--- config.mk ---
export PLATFORM = sky130hd
export DESIGN_NAME = tag_record_serializer
export DESIGN_NICKNAME = d
export VERILOG_FILES = /design/src/rtl/tag_record_serializer.sv
export SDC_FILE = /design/constraint.sdc
export NUM_CORES = 1
export LEC_CHECK = 0
export BUFFER_PORTS_ARGS = -buffer_cell sky130_fd_sc_hd__clkbuf_2
export CAP_MARGIN = 20
export CORE_MARGIN = 1.5
export CORE_UTILIZATION = 25
export CTS_CLUSTER_SIZE = 16
export DETAILED_ROUTE_END_ITERATION = 8
export GPL_TIMING_DRIVEN = 0
export MAX_ROUTING_LAYER = met4
export PLACE_DENSITY = 0.47
export RECOVER_POWER = 50
export SLEW_MARGIN = 20
export SYNTH_ARGS = -nofsm -noshare
export SYNTH_HDL_FRONTEND = slang
export SYNTH_SLANG_ARGS = --single-unit
--- constraint.sdc ---
create_clock -name clk -period 19.65 [get_ports clk]
set_input_delay 0.9825 -clock clk [delete_from_list [all_inputs] [get_ports clk]]
set_output_delay 0.9825 -clock clk [all_outputs]
set_load 0.005 [all_outputs]
--- src/rtl/tag_record_serializer.sv ---
// -----------------------------------------------------------------------------
// tag_record_serializer
//
// Buffers time-tag records from the tagging engine in a small FIFO and sends
// each one to a byte-wide UART transmitter as a frame:
//     [SYNC_BYTE]  word byte NBYTES-1 ... word byte 0  [XOR of data bytes]
// The stored word is {lost_flag, rec_data}, zero-extended to NBYTES*8 bits.
// lost_flag marks the first record accepted after one or more drops.
//
// Ports
//   clk          system clock
//   reset_n      asynchronous active-low reset (release synchronously)
//   enable       permits starting a new frame (FIFO writes are not gated)
//   rec_valid    one-cycle strobe qualifying rec_data
//   rec_data     record from the tagging engine
//   tx_dv        one-cycle pulse: UART loads tx_byte
//   tx_byte      byte to transmit, stable from tx_dv until tx_done
//   tx_done      one-cycle pulse from the UART at the end of the stop bit
//   fifo_level   FIFO occupancy
//   overflow     sticky drop indicator
//   drop_count   saturating count of dropped records
//   clr_stats    synchronous clear of overflow and drop_count
//   busy         FSM is not idle
// -----------------------------------------------------------------------------
module tag_record_serializer #(
    parameter int          RECORD_WIDTH = 47,
    parameter int          FIFO_DEPTH   = 16,
    parameter int          SYNC_EN      = 1,
    parameter logic [7:0]  SYNC_BYTE    = 8'hA5,
    parameter int          CHECKSUM_EN  = 1
) (
    input  logic                          clk,
    input  logic                          reset_n,
    input  logic                          enable,
    input  logic                          rec_valid,
    input  logic [RECORD_WIDTH-1:0]       rec_data,
    output logic                          tx_dv,
    output logic [7:0]                    tx_byte,
    input  logic                          tx_done,
    output logic [$clog2(FIFO_DEPTH):0]   fifo_level,
    output logic                          overflow,
    output logic [15:0]                   drop_count,
    input  logic                          clr_stats,
    output logic                          busy
);

    localparam int NBYTES = (RECORD_WIDTH + 8) / 8;   // ceil((RECORD_WIDTH+1)/8)
    localparam int WORD_W = NBYTES * 8;
    localparam int EW     = RECORD_WIDTH + 1;         // stored entry width
    localparam int PW     = $clog2(FIFO_DEPTH);
    localparam int IW     = (NBYTES > 1) ? $clog2(NBYTES) : 1;

    typedef enum logic [2:0] {
        S_IDLE,
        S_POP,
        S_SYNC,
        S_DATA,
        S_CSUM,
        S_WAIT
    } state_t;

    // Which kind of byte is in flight while waiting for tx_done.
    typedef enum logic [1:0] {
        SENT_SYNC,
        SENT_DATA,
        SENT_CSUM
    } sent_t;

    // ---------------------------------------------------------------- FIFO --
    logic [EW-1:0]  mem [FIFO_DEPTH];
    logic [EW-1:0]  head_reg;
    logic [PW-1:0]  wr_ptr_reg;
    logic [PW-1:0]  rd_ptr_reg;
    logic [PW:0]    level_reg;
    logic           lost_reg;
    logic           overflow_reg;
    logic [15:0]    drop_reg;

    state_t         state_reg, state_next;

    logic           full;
    logic           push;
    logic           drop;
    logic           pop;

    // Fullness is judged on the level at the start of the cycle, so a pop in
    // the same cycle cannot make room for an incoming record.
    assign full = (level_reg == (PW+1)'(FIFO_DEPTH));
    assign push = rec_valid && !full;
    assign drop = rec_valid && full;
    assign pop  = (state_reg == S_POP);

    // Storage with registered read. The head is re-read every cycle; the
    // entry at rd_ptr is always written at least one edge before the FSM
    // reaches POP, so head_reg is valid whenever POP consumes it.
    always_ff @(posedge clk) begin
        if (push) begin
            mem[wr_ptr_reg] <= {lost_reg, rec_data};
        end
        head_reg <= mem[rd_ptr_reg];
    end

    always_ff @(posedge clk or negedge reset_n) begin
        if (!reset_n) begin
            wr_ptr_reg   <= '0;
            rd_ptr_reg   <= '0;
            level_reg    <= '0;
            lost_reg     <= 1'b0;
            overflow_reg <= 1'b0;
            drop_reg     <= '0;
        end else begin
            if (push) begin
                wr_ptr_reg <= wr_ptr_reg + PW'(1);
            end
            if (pop) begin
                rd_ptr_reg <= rd_ptr_reg + PW'(1);
            end
            case ({push, pop})
                2'b10:   level_reg <= level_reg + (PW+1)'(1);
                2'b01:   level_reg <= level_reg - (PW+1)'(1);
                default: level_reg <= level_reg;
            endcase

            if (push) begin
                lost_reg <= 1'b0;
            end else if (drop) begin
                lost_reg <= 1'b1;
            end

            // A drop coinciding with a clear counts as the first drop after it.
            if (drop) begin
                overflow_reg <= 1'b1;
                if (clr_stats) begin
                    drop_reg <= 16'd1;
                end else if (drop_reg != 16'hFFFF) begin
                    drop_reg <= drop_reg + 16'd1;
                end
            end else if (clr_stats) begin
                overflow_reg <= 1'b0;
                drop_reg     <= '0;
            end
        end
    end

    // ----------------------------------------------------------------- FSM --
    logic [WORD_W-1:0] word_reg, word_next;
    logic [IW-1:0]     idx_reg, idx_next;
    logic [7:0]        csum_reg, csum_next;
    logic [7:0]        tx_byte_reg, tx_byte_next;
    sent_t             sent_reg, sent_next;
    logic [WORD_W-1:0] head_word;

    assign head_word = WORD_W'(head_reg);

    always_ff @(posedge clk or negedge reset_n) begin
        if (!reset_n) begin
            state_reg   <= S_IDLE;
            word_reg    <= '0;
            idx_reg     <= '0;
            csum_reg    <= '0;
            tx_byte_reg <= '0;
            sent_reg    <= SENT_SYNC;
        end else begin
            state_reg   <= state_next;
            word_reg    <= word_next;
            idx_reg     <= idx_next;
            csum_reg    <= csum_next;
            tx_byte_reg <= tx_byte_next;
            sent_reg    <= sent_next;
        end
    end

    // tx_byte is loaded on the edge entering SYNC/DATA/CSUM so it is already
    // valid during the tx_dv cycle and stays put through WAIT. The word is
    // shifted left after each data byte, so the next byte is always the top
    // byte of word_reg.
    always_comb begin
        state_next   = state_reg;
        word_next    = word_reg;
        idx_next     = idx_reg;
        csum_next    = csum_reg;
        tx_byte_next = tx_byte_reg;
        sent_next    = sent_reg;

        case (state_reg)
            S_IDLE: begin
                if (enable && (level_reg != '0)) begin
                    state_next = S_POP;
                end
            end
            S_POP: begin
                word_next = head_word;
                idx_next  = '0;
                csum_next = '0;
                if (SYNC_EN != 0) begin
                    state_next   = S_SYNC;
                    tx_byte_next = SYNC_BYTE;
                end else begin
                    state_next   = S_DATA;
                    tx_byte_next = head_word[WORD_W-1 -: 8];
                end
            end
            S_SYNC: begin
                sent_next  = SENT_SYNC;
                state_next = S_WAIT;
            end
            S_DATA: begin
                sent_next  = SENT_DATA;
                csum_next  = csum_reg ^ tx_byte_reg;
                word_next  = word_reg << 8;
                state_next = S_WAIT;
            end
            S_CSUM: begin
                sent_next  = SENT_CSUM;
                state_next = S_WAIT;
            end
            S_WAIT: begin
                if (tx_done) begin
                    case (sent_reg)
                        SENT_SYNC: begin
                            state_next   = S_DATA;
                            tx_byte_next = word_reg[WORD_W-1 -: 8];
                        end
                        SENT_DATA: begin
                            if (idx_reg < IW'(NBYTES-1)) begin
                                idx_next     = idx_reg + IW'(1);
                                state_next   = S_DATA;
                                tx_byte_next = word_reg[WORD_W-1 -: 8];
                            end else if (CHECKSUM_EN != 0) begin
                                state_next   = S_CSUM;
                                tx_byte_next = csum_reg;
                            end else begin
                                state_next = S_IDLE;
                            end
                        end
                        default: begin
                            state_next = S_IDLE;
                        end
                    endcase
                end
            end
            default: begin
                state_next = S_IDLE;
            end
        endcase
    end

    assign tx_dv      = (state_reg == S_SYNC) || (state_reg == S_DATA) ||
                        (state_reg == S_CSUM);
    assign tx_byte    = tx_byte_reg;
    assign busy       = (state_reg != S_IDLE);
    assign fifo_level = level_reg;
    assign overflow   = overflow_reg;
    assign drop_count = drop_reg;

endmodule
-- Word-level counts from Yosys, hierarchy flattened
Memory sizes are Yosys's and may differ from the RTL's. A register that Yosys moved wholly into a read port is not among the register bits.
Cells that the tools add are included.
- bits in registers: 103
- latch bits: 0
- bits in writable memories: 768
- ROM bits: 0
- input bits: 53
- output and inout bits: 32
- logic and storage cells: 85
- memories kept: 1
- $add $sub $neg: 6
- $mul: 0
- divide/modulo/power cells: 0
- $lt $le $gt $ge: 1
- equal/unequal tests: 15
- shift operators: 0
- multiplexer cells: 27
- bitwise gates (word level): 1
- reduce and logical (&&, ||, !) cells: 22
- memory list (name ; depth ; width ; read ports ; clocked after Yosys merged registers in ; wr ports ; RTL line ; source):
    mem ; 16 ; 48 ; 1 ; 1 ; 1 ; 70 ; logic [EW-1:0] mem [FIFO_DEPTH];
- operator list (kind ; number):
    $pmux 48 s2 ; 1
    $mux 16 ; 4
    $pmux 8 s2 ; 3
    $mux 3 ; 6
    $add 16x1->16 const B ; 1
    $mux 8 ; 2
    $ne 16x16->1 const B ; 1
    $pmux 3 s2 ; 2
    $pmux 3 s4 ; 1
    $reduce_bool 2->1 ; 6
    $pmux 5 s2 ; 1
    $add 4x1->4 const B ; 2
    $ne 2x2->1 const B ; 4
    $xor 8x8->8 ; 1
    $eq 3x2->1 const B ; 2
    $eq 3x3->1 const B ; 2
    $mux 1 ; 6
    $pmux 2 s3 ; 1
    $reduce_bool 3->1 ; 2
    $add 5x1->5 const B ; 1
    $eq 5x5->1 const B ; 1
    $reduce_bool 5->1 ; 1
    $sub 5x1->5 const B ; 1
    $eq 2x1->1 const B ; 2
    other kinds (14) ; 18

-- Logic depth before layout (Yosys ltp)
- word-level depth: 5
- depth in mapped cells: 12
- depth with buffers taken out: 10

-- Worst setup path before layout
Ideal clock, no wire load.
- path kind: input port to flip-flop
- start point: input port rec_valid
- end point: memory mem[3][0] in the netlist's numbering, enable pin
- library setup time: 0.573 ns
- data arrival time: 6.139 ns
- data required time: 19.077 ns
- setup slack: 12.938 ns
- stages: 3
- path buffers: 0
- cells stage by stage: a21boi_1 inv_1 nor4_1
- word-level cells in the longest chain between the ends: 3
- RTL lines (what ; RTL line ; source):
    start: declaration ; 35 ; input logic rec_valid,
    $logic_and 1x1->1 ; 89 ; assign push = rec_valid && !full;
    $mux 1 ; 97 ; if (push) begin
    $mux 1 (not written as such) ; 98 ; mem[wr_ptr_reg] <= {lost_reg, rec_data};
    end: declaration ; 70 ;
Every way passes these cells.

==> flow_summary.yaml <==
status:
  status: "finished, violations left"
  violations: "max-capacitance violations, max-slew violations"
sta:
  hold_viol: 0
  max_freq_ghz: 0.190
  relSlewSlack_pct: -114
  rsz0062_at_grt: "false"
  finalSetupViolations: 0
  drv_slew: 106
  skew_ps: 58.5
  setup_tns_ps: 0
  finalCritPeriodShare_pct: 26.8
  layout_min_cycle_time_ps: 5260
  tightest_slew_ps: 3210
cells_and_area:
  syn2layout_area_growth_pct: 18.9
  final_layout_size_suffix_gt1_share_pct: 26.5
  fin_nets: 1986
  utilization_pct: 29.9
  largest_reg_flops: 768
clocking:
  ctsLongestPathBuffers: 3
  htreeDepth: 3
  clock_sinks: 919
  cts.clk_slew.worst_paths_ps: 50
  clk_latency_ps: 670
  postCtsSetupBuffers: 0
  cts_tree: "built"
  numCtsBuffers: 98
  cts-root-buf: "clkbuf_16"
  cts_repair_resize_count: 0
  cts_hold_buffers: 0
setup_path:
  crit_path_frequent_cell: "clkbuf_1"
  cp-end-kind: "asynchronous set/reset pin"
  path_cells: "clkbuf_1 -> clkbuf_1"
  path_max_fanout: 56
  crit_family: "buffers and inverters"
  cp_slowest_stage_delay_ps: 2370
  cp_num_buf_inv: 2
  r2r_slack_ps: 15520
  cp_slowest_cell: "clkbuf_1"
  path_class: "in -> async"
  cp.arrival_ps: 5310
  cp.required_ps: 19690
  startpoint_type: "input port"
grt:
  grt_usage_pct: 12.9
  antenna_found_initial: 12
  grt_pass1_wl_um: 129000
  grt_overflow: 0
  grt_pass1_vias: 18100
  grt_max_degree: 57
logic_synthesis:
  ys_async_sr_fraction_pct: 11.2
  ys_types: 58
  ys_warn_count: 0
  synth_nets: 1731
  synth_edf_count: 768
  synth_seq_area_share_pct: 75.9
  synth_most_common_cell: "edfxtp_1"
  synthCells: 1667
  ys.flop_type: "edfxtp_1"
  synth_top_area_share_pct: 65.8
  syn_avg_cell_area_um2: 21.0
  ys_top_cells_by_area: "edfxtp_1, mux4_2, dfrtp_1, dfxtp_1, mux2i_1"
  yosysTopAreaCell: "edfxtp_1"
  synth_commonest_cells: "edfxtp_1, mux4_2, dfrtp_1"
  ys_seq_elements: 919
  syn_area_um2: 35000
place:
  hpwl_um: 57900
  gp_congestion: 0.811
  io_buffers: 84
floorplan:
  io_pins: 85
  die_area_um2: 142000
  num_rows: 137
  die_h_um: 377
  core_area_um2: 139000
  die_w_um: 377
  start_util_pct: 25.1
power:
  p_leak_nw: 13.5
  pwr_density_cell_nw_per_um2: 145
  irDropWorstVdd_uv: 74.9
route:
  postRouteAntennaNets: 0
  drc: 0
  first_pass_iters: 5
  drt-total-wl_um: 89400
  vias: 17300
  post_drt_wl_per_cell_um: 23.0
  vias_per_cell: 4.46
  first_iter_violations: 1561
hold_path:
  min_path_type: "reg -> reg"
job:
  drv_cap: 2
[cell type report]
cell class              count  area, um2
fillers                 13500      97700
flip-flops and latches    919      26600
multi-input cells         642       8070
clock buffers             128       2640
well taps                1876       2350
repair buffers            155       1040
clock inverters            56        504
plain buffers              87        365
inverters                  19       71.3
diodes                      8       20.0
[final timing paths]
path	end	start	cells after the start
max	word_reg[1]	reset_n	2
min	word_reg[2]	head_reg[2]	2
max reg2reg	mem[2][28]	fifo_level[2]	10
min reg2reg	word_reg[2]	head_reg[2]	2
max in group clk	mem[2][28]	fifo_level[2]	10
min in group asynchronous	tx_byte[6]	reset_n	1
[per-layer routing]
| metal | global-route usage [%] | part of all wire [%] | vias to the layer above |
|---|---|---|---|
| met2 | 20.8 | 48 | 444 |
| li1 | - | - | 7389 |
| met1 | 17.0 | 44 | 9390 |
| met3 | 2.15 | 5.4 | 123 |
| met4 | 3.14 | 2.0 | 0 |
| met5 | - | 0 | - |
[through the flow]
step           instance area, um2  total power [mW]  worst slack (ps)  hold WS (ps)  instances
3_5_place_dp                38600              4.32             15480           461       3698
4_1_cts                     41800              6.14             15570           256       3882
2_1_floorplan               35000              3.64             12940           431       1667
6_report                    41700              6.03             14390           459       3890
3_3_place_gp                37800              4.27              5290           456       3627
5_1_grt                     41600              6.30             13230           504       3888
[layout by cell type (no fill, tap or decap), types with 11 or more instances in the layout]
master,n
inv_1,19
nand3_1,13
nor2_1,27
ha_1,11
mux2_2,11
edfxtp_1,768
clkinv_1,14
nand2_1,70
buf_2,55
nor2b_1,11
clkbuf_16,100
mux4_2,240
o21ai_0,69
buf_4,12
dfrtp_1,103
nand2b_1,13
dfxtp_1,48
clkbuf_1,143
clkbuf_2,30
clkinv_2,27
mux2i_1,49
a21oi_1,16
buf_12,18
[kinds of logic after synthesis]
family	count (synthesis)	synth area share, %
AO/OA/AOI/OAI	130	2.25
multiplexers	300	17.2
AND/OR/NAND/NOR	191	2.77
buffers and inverters	106	1.22
adder cells (fa/ha/maj)	11	0.393
XOR/XNOR	10	0.250
flip-flops	919	75.9
[where the power goes]
group	total (mW)	leakage [nW]	internal (mW)	switching, mW
clock	1.80	1.54	1.03	0.769
combinational	1.68	3.32	0.748	0.937
sequential	2.54	8.65	2.42	0.126
total	6.03	13.5	4.19	1.83
Note: power is estimated with default switching activity, not from simulation.
